## src/rtl/hazard_ctrl_if.sv

```systemverilog
// Bundle of ID/EX hazard inputs and pipeline-control outputs for hazard_ctrl.
// The master side drives the decode/execute status; the slave side is the controller.
interface hazard_ctrl_if #(
    parameter int ADDR_W = 5,
    parameter int CNT_W  = 16
);
    logic [ADDR_W-1:0] id_rs1;
    logic [ADDR_W-1:0] id_rs2;
    logic              id_use_rs1;
    logic              id_use_rs2;
    logic [ADDR_W-1:0] ex_rd;
    logic              ex_memread;
    logic              ex_branch_taken;
    logic              ex_mc_start;
    logic              mc_done;
    logic              pc_write;
    logic              if_id_write;
    logic              id_ex_write;
    logic              control_sel;
    logic              if_id_flush;
    logic [CNT_W-1:0]  stall_cycles;
    logic              mc_timeout;

    modport master (
        output id_rs1, id_rs2, id_use_rs1, id_use_rs2, ex_rd, ex_memread,
               ex_branch_taken, ex_mc_start, mc_done,
        input  pc_write, if_id_write, id_ex_write, control_sel, if_id_flush,
               stall_cycles, mc_timeout
    );

    modport slave (
        input  id_rs1, id_rs2, id_use_rs1, id_use_rs2, ex_rd, ex_memread,
               ex_branch_taken, ex_mc_start, mc_done,
        output pc_write, if_id_write, id_ex_write, control_sel, if_id_flush,
               stall_cycles, mc_timeout
    );
endinterface

```

## src/rtl/hazard_ctrl.sv

```systemverilog
// Pipeline hazard controller: multi-cycle load-use stalls, taken-branch flush,
// multi-cycle EX-unit wait with timeout, and a saturating stall-cycle counter.
module hazard_ctrl #(
    parameter int ADDR_W     = 5,
    parameter int LOAD_LAT   = 1,
    parameter int MC_TIMEOUT = 64,
    parameter int CNT_W      = 16
) (
    input  logic         clk,
    input  logic         rst_n,
    hazard_ctrl_if.slave hz
);
    localparam int          TO_W   = (MC_TIMEOUT > 0) ? $clog2(MC_TIMEOUT + 1) : 1;
    localparam logic [TO_W-1:0] TO_LIM = TO_W'(MC_TIMEOUT);
    localparam logic [3:0]  LL_M1  = 4'(LOAD_LAT - 1);

    typedef enum logic [1:0] {IDLE, LOAD_STALL, MC_WAIT} state_t;

    state_t           state_q, state_d;
    logic [3:0]       cnt_q, cnt_d;
    logic [TO_W-1:0]  to_q, to_d;
    logic             timeout_q, timeout_d;
    logic [CNT_W-1:0] stall_q;

    logic hit;
    logic pc_wr, ifid_wr, idex_wr, ctl_sel, ifid_fl;

    assign hit = hz.ex_memread && (hz.ex_rd != '0) &&
                 ((hz.id_use_rs1 && (hz.ex_rd == hz.id_rs1)) ||
                  (hz.id_use_rs2 && (hz.ex_rd == hz.id_rs2)));

    always_comb begin
        state_d   = state_q;
        cnt_d     = cnt_q;
        to_d      = to_q;
        timeout_d = timeout_q;
        pc_wr     = 1'b1;
        ifid_wr   = 1'b1;
        idex_wr   = 1'b1;
        ctl_sel   = 1'b0;
        ifid_fl   = 1'b0;

        case (state_q)
            IDLE: begin
                // A multi-cycle op that completes immediately needs no stall.
                if (hz.ex_mc_start && !hz.mc_done) begin
                    pc_wr   = 1'b0;
                    ifid_wr = 1'b0;
                    idex_wr = 1'b0;
                    ctl_sel = 1'b1;
                    to_d    = '0;
                    state_d = MC_WAIT;
                end else if (hz.ex_branch_taken) begin
                    ifid_fl = 1'b1;
                    ctl_sel = 1'b1;
                end else if (hit) begin
                    pc_wr   = 1'b0;
                    ifid_wr = 1'b0;
                    ctl_sel = 1'b1;
                    if (LOAD_LAT > 1) begin
                        cnt_d   = LL_M1;
                        state_d = LOAD_STALL;
                    end
                end
            end
            LOAD_STALL: begin
                pc_wr   = 1'b0;
                ifid_wr = 1'b0;
                ctl_sel = 1'b1;
                cnt_d   = cnt_q - 4'd1;
                if (cnt_q == 4'd1) begin
                    state_d = IDLE;
                end
            end
            MC_WAIT: begin
                if (hz.mc_done) begin
                    state_d = IDLE;
                end else begin
                    pc_wr   = 1'b0;
                    ifid_wr = 1'b0;
                    idex_wr = 1'b0;
                    ctl_sel = 1'b1;
                    to_d    = to_q + TO_W'(1);
                    if ((MC_TIMEOUT != 0) && (to_d == TO_LIM)) begin
                        timeout_d = 1'b1;
                        state_d   = IDLE;
                    end
                end
            end
            default: state_d = IDLE;
        endcase

        // Reset overrides the outputs immediately, not at the next edge.
        if (!rst_n) begin
            pc_wr   = 1'b0;
            ifid_wr = 1'b0;
            idex_wr = 1'b0;
            ctl_sel = 1'b1;
            ifid_fl = 1'b0;
        end
    end

    always_ff @(posedge clk or negedge rst_n) begin
        if (!rst_n) begin
            state_q   <= IDLE;
            cnt_q     <= '0;
            to_q      <= '0;
            timeout_q <= 1'b0;
            stall_q   <= '0;
        end else begin
            state_q   <= state_d;
            cnt_q     <= cnt_d;
            to_q      <= to_d;
            timeout_q <= timeout_d;
            if (!pc_wr && (stall_q != '1)) begin
                stall_q <= stall_q + CNT_W'(1);
            end
        end
    end

    assign hz.pc_write     = pc_wr;
    assign hz.if_id_write  = ifid_wr;
    assign hz.id_ex_write  = idex_wr;
    assign hz.control_sel  = ctl_sel;
    assign hz.if_id_flush  = ifid_fl;
    assign hz.stall_cycles = stall_q;
    assign hz.mc_timeout   = timeout_q;
endmodule

```

## src/flat_wrapper.sv

```systemverilog
// flat-port wrapper written by rule: the top's interface ports become plain ports
module hazard_ctrl_flat 
#(
    parameter int ADDR_W     = 5,
    parameter int LOAD_LAT   = 1,
    parameter int MC_TIMEOUT = 64,
    parameter int CNT_W      = 16
)
  (clk, rst_n, hz_id_rs1, hz_id_rs2, hz_id_use_rs1, hz_id_use_rs2, hz_ex_rd, hz_ex_memread, hz_ex_branch_taken, hz_ex_mc_start, hz_mc_done, hz_pc_write, hz_if_id_write, hz_id_ex_write, hz_control_sel, hz_if_id_flush, hz_stall_cycles, hz_mc_timeout);
  hazard_ctrl_if #(.ADDR_W(ADDR_W), .CNT_W(CNT_W)) hz_i ();
  input  logic clk;
  input  logic rst_n;
  input wire logic [$bits(hz_i.id_rs1)-1:0] hz_id_rs1;
  input wire logic [$bits(hz_i.id_rs2)-1:0] hz_id_rs2;
  input wire logic [$bits(hz_i.id_use_rs1)-1:0] hz_id_use_rs1;
  input wire logic [$bits(hz_i.id_use_rs2)-1:0] hz_id_use_rs2;
  input wire logic [$bits(hz_i.ex_rd)-1:0] hz_ex_rd;
  input wire logic [$bits(hz_i.ex_memread)-1:0] hz_ex_memread;
  input wire logic [$bits(hz_i.ex_branch_taken)-1:0] hz_ex_branch_taken;
  input wire logic [$bits(hz_i.ex_mc_start)-1:0] hz_ex_mc_start;
  input wire logic [$bits(hz_i.mc_done)-1:0] hz_mc_done;
  output wire logic [$bits(hz_i.pc_write)-1:0] hz_pc_write;
  output wire logic [$bits(hz_i.if_id_write)-1:0] hz_if_id_write;
  output wire logic [$bits(hz_i.id_ex_write)-1:0] hz_id_ex_write;
  output wire logic [$bits(hz_i.control_sel)-1:0] hz_control_sel;
  output wire logic [$bits(hz_i.if_id_flush)-1:0] hz_if_id_flush;
  output wire logic [$bits(hz_i.stall_cycles)-1:0] hz_stall_cycles;
  output wire logic [$bits(hz_i.mc_timeout)-1:0] hz_mc_timeout;
  assign hz_i.id_rs1 = hz_id_rs1;
  assign hz_i.id_rs2 = hz_id_rs2;
  assign hz_i.id_use_rs1 = hz_id_use_rs1;
  assign hz_i.id_use_rs2 = hz_id_use_rs2;
  assign hz_i.ex_rd = hz_ex_rd;
  assign hz_i.ex_memread = hz_ex_memread;
  assign hz_i.ex_branch_taken = hz_ex_branch_taken;
  assign hz_i.ex_mc_start = hz_ex_mc_start;
  assign hz_i.mc_done = hz_mc_done;
  assign hz_pc_write = hz_i.pc_write;
  assign hz_if_id_write = hz_i.if_id_write;
  assign hz_id_ex_write = hz_i.id_ex_write;
  assign hz_control_sel = hz_i.control_sel;
  assign hz_if_id_flush = hz_i.if_id_flush;
  assign hz_stall_cycles = hz_i.stall_cycles;
  assign hz_mc_timeout = hz_i.mc_timeout;
  hazard_ctrl #(.ADDR_W(ADDR_W), .LOAD_LAT(LOAD_LAT), .MC_TIMEOUT(MC_TIMEOUT), .CNT_W(CNT_W)) u_core (.clk(clk), .rst_n(rst_n), .hz(hz_i));
endmodule
```

## config.mk

```make
export PLATFORM = sky130hd
export DESIGN_NAME = hazard_ctrl_flat
export DESIGN_NICKNAME = d
export VERILOG_FILES = /design/src/rtl/hazard_ctrl_if.sv /design/src/rtl/hazard_ctrl.sv /design/src/flat_wrapper.sv
export SDC_FILE = /design/constraint.sdc
export NUM_CORES = 1
export LEC_CHECK = 0
export CORE_ASPECT_RATIO = 0.7
export CORE_MARGIN = 3
export CORE_UTILIZATION = 30
export DETAILED_ROUTE_END_ITERATION = 8
export GPL_TIMING_DRIVEN = 0
export HOLD_SLACK_MARGIN = 0.06
export MAX_ROUTING_LAYER = met4
export SYNTH_ARGS = -nofsm -noshare
export SYNTH_HDL_FRONTEND = slang
export SYNTH_SLANG_ARGS = --single-unit
```

## constraint.sdc

```tcl
create_clock -name clk -period 2.82 [get_ports clk]
set_clock_uncertainty 0.1 [all_clocks]
set_input_delay 0.423 -clock clk [delete_from_list [all_inputs] [get_ports clk]]
set_output_delay 0.423 -clock clk [all_outputs]
set_load 0.05 [all_outputs]
```

==> results of run 1 <==
[worst max-delay path: stages]
cell                              delay (ns)
sky130_fd_sc_hd__clkdlybuf4s50_1        0.42
sky130_fd_sc_hd__xor2_1                 0.16
sky130_fd_sc_hd__nor4_2                 0.31
sky130_fd_sc_hd__a32oi_2                0.11
sky130_fd_sc_hd__o41a_2                 0.55
sky130_fd_sc_hd__buf_6                  0.14
sky130_fd_sc_hd__buf_8                  0.14
[routing by layer]
metal | GRT usage, % | vias up | share of wire [%]
met2 | 20.4 | 35 | 44
met5 | - | - | 0
met4 | 2.29 | 0 | 0.73
met3 | 3.71 | 2 | 5.0
li1 | - | 619 | -
met1 | 17.9 | 575 | 51
[flip-flops by register name, indices dropped and copies added, names as in the netlist]
register                count
u_core.hz.mc_timeout        1
u_core.to_q                 7
u_core.state_q              1
u_core.hz.stall_cycles     16
[cells by family after synthesis]
family | Yosys count | synth area share [%]
AOI/OAI and AO/OA | 21 | 11.5
xor gates and xnor gates | 26 | 15.3
adders and majority gates | 3 | 2.53
buffers and inverters | 8 | 2.78
DFF | 25 | 42.1
muxes | 3 | 2.19
and+or+nand+nor | 59 | 23.6
[Yosys cell counts, drive strengths merged (2+ instances only)]
library cell and count:
dfrtp 25, xor2 18, nor2 12, nor3 10, nand2 9, xnor2 8
nand3 7, o21ai 6, a22o 5, inv 5, nand4 5, nor4 5
and2 3, ha 3, a21o 2, buf 2, mux2 2, nand2b 2
nor2b 2, or4 2
[final cells by class]
cell class	instances	area [sq um]
plain buffers	3	26.3
clock buffers	4	45.0
fillers	428	2450
inverters	5	18.8
multi-input cells	112	840
flip-flops and latches	25	626
well taps	66	82.6
repair buffers	46	465
[power groups by stage]
stage | Combinational (W) | Sequential [W] | Clock, W
2_1_floorplan | 0.000253 | 0.000883 | 0
3_3_place_gp | 0.000824 | 0.000594 | 0
3_5_place_dp | 0.000838 | 0.000599 | 0
4_1_cts | 0.000838 | 0.000596 | 0.000220
5_1_grt | 0.000885 | 0.000616 | 0.000235
6_report | 0.000835 | 0.000597 | 0.000211
[worst max path at each step]
stage | startpoint | end | slack [ns] | depth (start not counted)
after floorplan | hz_ex_rd[3] | hz_control_sel | 0.06 | 6
after global placement | rst_n | hz_pc_write | -0.86 | 5
after detailed placement | rst_n | hz_pc_write | -0.95 | 5
after CTS | hz_ex_rd[3] | hz_pc_write | -0.11 | 7
after global routing | hz_id_rs2[4] | hz_pc_write | 0.001 | 7
final | hz_id_rs2[4] | hz_pc_write | 0.05 | 7
[stage by stage]
stage | hold WS, ns | total power, W
2_1_floorplan | 0.0274 | 0.00114
3_3_place_gp | 0.384 | 0.00142
3_5_place_dp | 0.390 | 0.00144
4_1_cts | 0.201 | 0.00165
5_1_grt | 0.0953 | 0.00174
6_report | 0.0535 | 0.00164
[repair_timing]
item	in CTS	in global routing
pin swaps	2	3
gates resized for setup	21	22
gates cloned	0	0
setup endpoints to repair	6	5
buffers inserted	0	2
==> Implementation_results.wiki, run 1 <==
{| class="wikitable"
! Metric !! Value
|-
| Area added between synthesis and finish || 41.5%
|-
| Clock sink count || 25
|-
| TritonCTS clock tree || built
|-
| Arrival time reported for the critical path endpoint || 2.25 ns
|-
| Vias in the first global route || 1,259
|-
| FF-to-FF setup slack || 0.51 ns
|-
| Number of buffer cells added on primary ports || 44
|-
| Fraction of final layout cells with drive strength greater than 1 || 14.9%
|-
| Type of destination of the critical path || output pin
|-
| Top achievable clock speed || 360 MHz
|-
| Relative contribution of the clock network to total power || 12.9%
|-
| WS Path Type || in2out
|-
| Final setup TNS || 0 ns
|-
| Switching share of power || 47.2%
|-
| Number of rows in the core area || 20
|-
| Iteration-0 DRC count of the detailed router || 25
|-
| Mapped Cells || 145
|-
| Clk slew on worst S/H paths || 0.09 ns
|-
| Static leakage power || 0.905 nW
|-
| Number of antenna violations at the first check in global routing || 0
|-
| Portion of the post-synthesis area used by sequential elements || 42.1%
|-
| Final antenna diode count || 0
|-
| Largest net degree at the start of global routing || 28
|-
| Min-delay worst type || in2async
|-
| Via Count || 1,231
|-
| Count of yosys warnings during synthesis || 0
|-
| Number of top-level design ports || 45
|-
| Core Region || 4550 sq um
|-
| Final antenna-violating net count || 0
|-
| Fin. max-slew vios || 0
|-
| Total clock buffers created by CTS || 3
|-
| Overflow left after global routing || 0
|-
| Post-detailed-routing wire length || 3.69 mm
|-
| Max-Slew Margin vs Limit || 55.8%
|-
| Die Span Y || 64.9 um
|-
| Fraction of the cycle the final worst path needs || 98.4%
|-
| Dpl cell area || 2010 sq um
|-
| Final Setup Violations || 0
|-
| Cell accounting for the most synthesized area || sky130_fd_sc_hd__dfrtp_1
|-
| Part of the total power dissipated in sequential elements || 36.3%
|-
| Placed instance count || 255
|-
| RSZ-0062 raised after global routing || false
|-
| Startpoint type of the worst setup path || input pin
|-
| Global-route wire length before repair || 6.22 mm
|-
| Final Cell Area || 2100 sq um
|-
| Switch Pwr || 0.000775 W
|-
| DRC || 0
|-
| Depth of the CTS H-tree || 1
|-
| Synth async-reset ratio || 100%
|-
| Number of flip-flops and latches in the synthesized netlist || 25
|-
| Total global routing track utilization || 13.3%
|-
| Net count reported at finish || 222
|-
| Post-Route Utilization || 46.2%
|-
| Time the final worst path needs with I/O delays and setup || 2.77 ns
|-
| Data required time at the worst endpoint || 2.30 ns
|-
| Peak supply drop || 0.000683 V
|-
| Worst setup timing slack at the placement stage || -0.946 ns
|-
| Die Span X || 90.1 um
|-
| Highest-count cells in the layout ignoring fill and taps || sky130_fd_sc_hd__clkdlybuf4s50_1, sky130_fd_sc_hd__dfrtp_1, sky130_fd_sc_hd__xor2_1
|-
| Most common cell after layout, fill and taps aside || sky130_fd_sc_hd__clkdlybuf4s50_1
|-
| Depth of the worst register-to-register path || 8
|-
| Launch instance of the worst register-to-register path || u_core.hz.stall_cycles[0]$_DFFE_PN0P_
|-
| Number of endpoints with negative hold slack in the final report || 0
|-
| Crit-path max FO || 4
|-
| Worst skew pair latency || 0.27 ns
|-
| Reg2reg end || u_core.hz.stall_cycles[2]$_DFFE_PN0P_
|-
| Number of enable-type register cells in the synthesized netlist || 0
|-
| Area contributors post-synth || sky130_fd_sc_hd__dfrtp_1, sky130_fd_sc_hd__xor2_1, sky130_fd_sc_hd__xnor2_1, sky130_fd_sc_hd__nor3_2, sky130_fd_sc_hd__nor2_1
|-
| Internal || 0.000868 W
|-
| Worst slew pin tran || 0.662 ns
|-
| Post-layout instance count excluding filler cells || 261
|-
| Number of nets produced by synthesis || 171
|-
| Area share of the leading cell type in the synthesized netlist || 42.1%
|-
| Mean area per synthesized cell || 10.3 sq um
|-
| Outcome || completed
|-
| Clock Root Buffer || sky130_fd_sc_hd__clkbuf_8
|-
| Routed length per instance || 14.1 um
|-
| HPWL Detailed || 2.75 mm
|-
| Final setup slack of the worst path || 0.0457 ns
|-
| Initial core utilization || 32.6%
|-
| Vias per cell || 4.72
|-
| Max cap viols || 0
|-
| TritonRoute pass-1 iters || 4
|-
| Synth unique cells || 38
|-
| Maximum count of clock buffers along a single path || 2
|-
| Hold bufs inserted after CTS || 0
|-
| Power per standard cell area || 781 nW/um^2
|-
| Area of the die || 5850 sq um
|-
| Cell area after synthesis || 1490 sq um
|-
| Fraction of power consumed by combinational cells || 50.8%
|-
| Placer's final routability congestion estimate || 0.829
|-
| Top FF cell, synth || sky130_fd_sc_hd__dfrtp_1
|}
Power figures use the tool's default switching activity.
==> run 2: changes to the inputs <==
==> constraint.sdc (replaced) <==
create_clock -name clk -period 2.4 [get_ports clk]
set_clock_uncertainty 0.1 [all_clocks]
set_input_delay 0.36 -clock clk [delete_from_list [all_inputs] [get_ports clk]]
set_output_delay 0.36 -clock clk [all_outputs]
set_load 0.05 [all_outputs]
==> Implementation_results.wiki, run 2 (synthesis gave the netlist of run 1 again) <==
{| class="wikitable"
! Metric !! Value
|-
| Core Region || 4550 sq um (unchanged)
|-
| Clock Root Buffer || sky130_fd_sc_hd__clkbuf_8
|-
| Fraction of final layout cells with drive strength greater than 1 || 19.3% (+4.4 points)
|-
| Die Span Y || 64.9 um (unchanged)
|-
| Post-detailed-routing wire length || 3.98 mm (+7.7%)
|-
| RSZ-0062 raised after global routing || false
|-
| Iteration-0 DRC count of the detailed router || 52 (+110%)
|-
| Critical Path Start || hz_id_rs1[4]
|-
| Fin. max-slew vios || 0 (unchanged)
|-
| Design Power || 0.00195 W (+19%)
|-
| Worst slew pin tran || 0.520 ns (-0.142 ns)
|-
| Global-route wire length before repair || 6.69 mm (+7.6%)
|-
| Time the final worst path needs with I/O delays and setup || 2.34 ns
|-
| Area of the die || 5850 sq um (unchanged)
|-
| Power per standard cell area || 923 nW/um^2 (+18%)
|-
| Routed length per instance || 15.1 um (+6.9%)
|-
| Final antenna-violating net count || 0 (unchanged)
|-
| Reg2reg end || u_core.hz.stall_cycles[15]$_DFFE_PN0P_
|-
| Crit-path max FO || 3 (-1)
|-
| Static leakage power || 0.866 nW (-4.4%)
|-
| Depth of the worst register-to-register path || 7 (-1)
|-
| HPWL Detailed || 2.79 mm (+1.7%)
|-
| Number of rows in the core area || 20 (unchanged)
|-
| Arrival time reported for the critical path endpoint || 1.88 ns (-0.37 ns)
|-
| Number of antenna violations at the first check in global routing || 0 (unchanged)
|-
| Outcome || completed
|-
| Final setup TNS || 0 ns (unchanged)
|-
| Clk slew on worst S/H paths || 0.08 ns (about the same)
|-
| Worst skew pair latency || 0.27 ns (about the same)
|-
| CP Capture Point || hz_pc_write
|-
| FF-to-FF setup slack || 0.13 ns (-0.38 ns)
|-
| Total clock buffers created by CTS || 3 (unchanged)
|-
| Final Setup Violations || 0 (unchanged)
|-
| Max-Slew Margin vs Limit || 65.2% (+9.5 points)
|-
| Final antenna diode count || 0 (unchanged)
|-
| Data required time at the worst endpoint || 1.94 ns (-0.36 ns)
|-
| Die Span X || 90.1 um (unchanged)
|-
| TritonCTS clock tree || built
|-
| Net count reported at finish || 224 (+0.90%)
|-
| Min-delay worst type || reg2reg
|-
| Initial core utilization || 32.6% (unchanged)
|-
| Type of destination of the critical path || output pin
|-
| Master of the slowest instance on the critical path || sky130_fd_sc_hd__o41a_4
|-
| Total global routing track utilization || 14.3% (+0.98 points)
|-
| Number of endpoints with negative hold slack in the final report || 0 (unchanged)
|-
| Maximum count of clock buffers along a single path || 2 (unchanged)
|-
| Depth of the CTS H-tree || 1 (unchanged)
|-
| Top achievable clock speed || 427 MHz
|-
| Largest register FFs || 16 (unchanged)
|-
| Clock sink count || 25 (unchanged)
|-
| Vias in the first global route || 1,286 (+2.1%)
|-
| Overflow left after global routing || 0 (unchanged)
|-
| Cells along the critical path || dlygate4sd2_1, xor2_1, nor4_1, a32oi_2, o41a_4, buf_8
|-
| Number of top-level design ports || 45 (unchanged)
|-
| Vias per cell || 4.79 (+1.7%)
|-
| DRC || 0 (unchanged)
|-
| Largest net degree at the start of global routing || 26 (-7.1%)
|-
| Highest-count cells in the layout ignoring fill and taps || sky130_fd_sc_hd__clkdlybuf4s50_1, sky130_fd_sc_hd__dfrtp_1, sky130_fd_sc_hd__xor2_1
|-
| WS Path Type || in2out
|-
| Launch instance of the worst register-to-register path || u_core.hz.stall_cycles[0]$_DFFE_PN0P_
|-
| Placer's final routability congestion estimate || 0.857 (+3.4%)
|-
| Longest individual stage delay on the worst path || 0.49 ns (-0.06 ns)
|-
| TritonRoute pass-1 iters || 4 (unchanged)
|-
| Number of buffer cells added on primary ports || 44 (unchanged)
|-
| Max cap viols || 0 (unchanged)
|-
| Peak supply drop || 0.000653 V (-4.4%)
|-
| Via Count || 1,261 (+2.4%)
|-
| Fraction of the cycle the final worst path needs || 97.5%
|-
| Area added between synthesis and finish || 42.2%
|-
| Startpoint type of the worst setup path || input pin
|}
run 2: cell types whose count changed in the layout (fill, tap and decap cells not counted), sizes merged:
cell           previous run  this run
dlygate4sd2               0         6
buf                       8        11
dlygate4sd3               0         1
dlymetal6s2s              8         0
clkdlybuf4s50            31        25
clkinv                    0         1
clkdlybuf4s15             0         5
run 2: worst min-delay path by stage:
stage | depth (start not counted) | slack [ns] | startpoint | to
after floorplan | 0 | -0.04 | rst_n | u_core.hz.mc_timeout$_DFFE_PN0P_
after global placement | 1 | 0.38 | u_core.hz.stall_cycles[15]$_DFFE_PN0P_ | u_core.hz.stall_cycles[15]$_DFFE_PN0P_
after detailed placement | 1 | 0.39 | u_core.hz.mc_timeout$_DFFE_PN0P_ | u_core.hz.mc_timeout$_DFFE_PN0P_
after CTS | 1 | 0.41 | u_core.hz.stall_cycles[15]$_DFFE_PN0P_ | u_core.hz.stall_cycles[15]$_DFFE_PN0P_
after global routing | 1 | 0.44 | u_core.hz.stall_cycles[8]$_DFFE_PN0P_ | u_core.hz.stall_cycles[8]$_DFFE_PN0P_
final | 1 | 0.40 | u_core.hz.mc_timeout$_DFFE_PN0P_ | u_core.hz.mc_timeout$_DFFE_PN0P_
run 2: cell type report:
| cell class | instances | area (sq um) |
|---|---|---|
| inverter | 5 | 18.8 |
| sequential | 25 | 626 |
| clock buffer | 3 | 41.3 |
| timing repair buffer | 49 | 468 |
| tap | 66 | 82.6 |
| clock inverter | 1 | 5.00 |
| fill | 433 | 2440 |
| multi-input combinational | 112 | 857 |
| buffer | 2 | 15.0 |
run 2: layer usage:
layer / track usage [%] / share of wire [%] / up-vias
met5: - / 0 / -
met4: 1.72 / 0.25 / 0
met3: 3.83 / 5.0 / 2
met2: 23.2 / 45 / 35
met1: 18.6 / 50 / 601
li1: - / - / 623
run 2: what timing repair did:
| item | CTS | global route |
|---|---|---|
| hold buffers | 2 | 0 |
| endpoints found under the setup margin | 20 | 13 |
| setup buffers | 1 | 2 |
| gates resized for setup | 55 | 12 |
| pin swaps | 4 | 4 |
| endpoints found under the hold margin | 25 | 0 |
run 2: critical path: cells and delay by family:
family,cells,cell delay [ns]
compound gates,2,0.69
simple gates,1,0.28
xor+xnor,1,0.14
buf+inv,2,0.41
run 2: stage by stage:
step	area (sq um)	std cells	hold slack, ns	setup WS (ns)	util, %
after floorplan	1490	145	-0.0356	0.00721	-
after global placement	2010	255	0.381	-1.15	44.1
after detailed placement	2010	255	0.390	-1.25	44.1
after CTS	2100	262	0.408	-0.0174	46.0
after global routing	2110	263	0.437	0.0144	46.4
final	2110	263	0.402	0.0595	46.4
run 2: power breakdown:
part	total [W]	switching [W]	leakage [nW]	internal (W)
clock network	0.000252	0.000136	0.0255	0.000116
logic	0.000989	0.000624	0.535	0.000365
registers	0.000708	0.000168	0.305	0.000540
total	0.00195	0.000928	0.866	0.00102
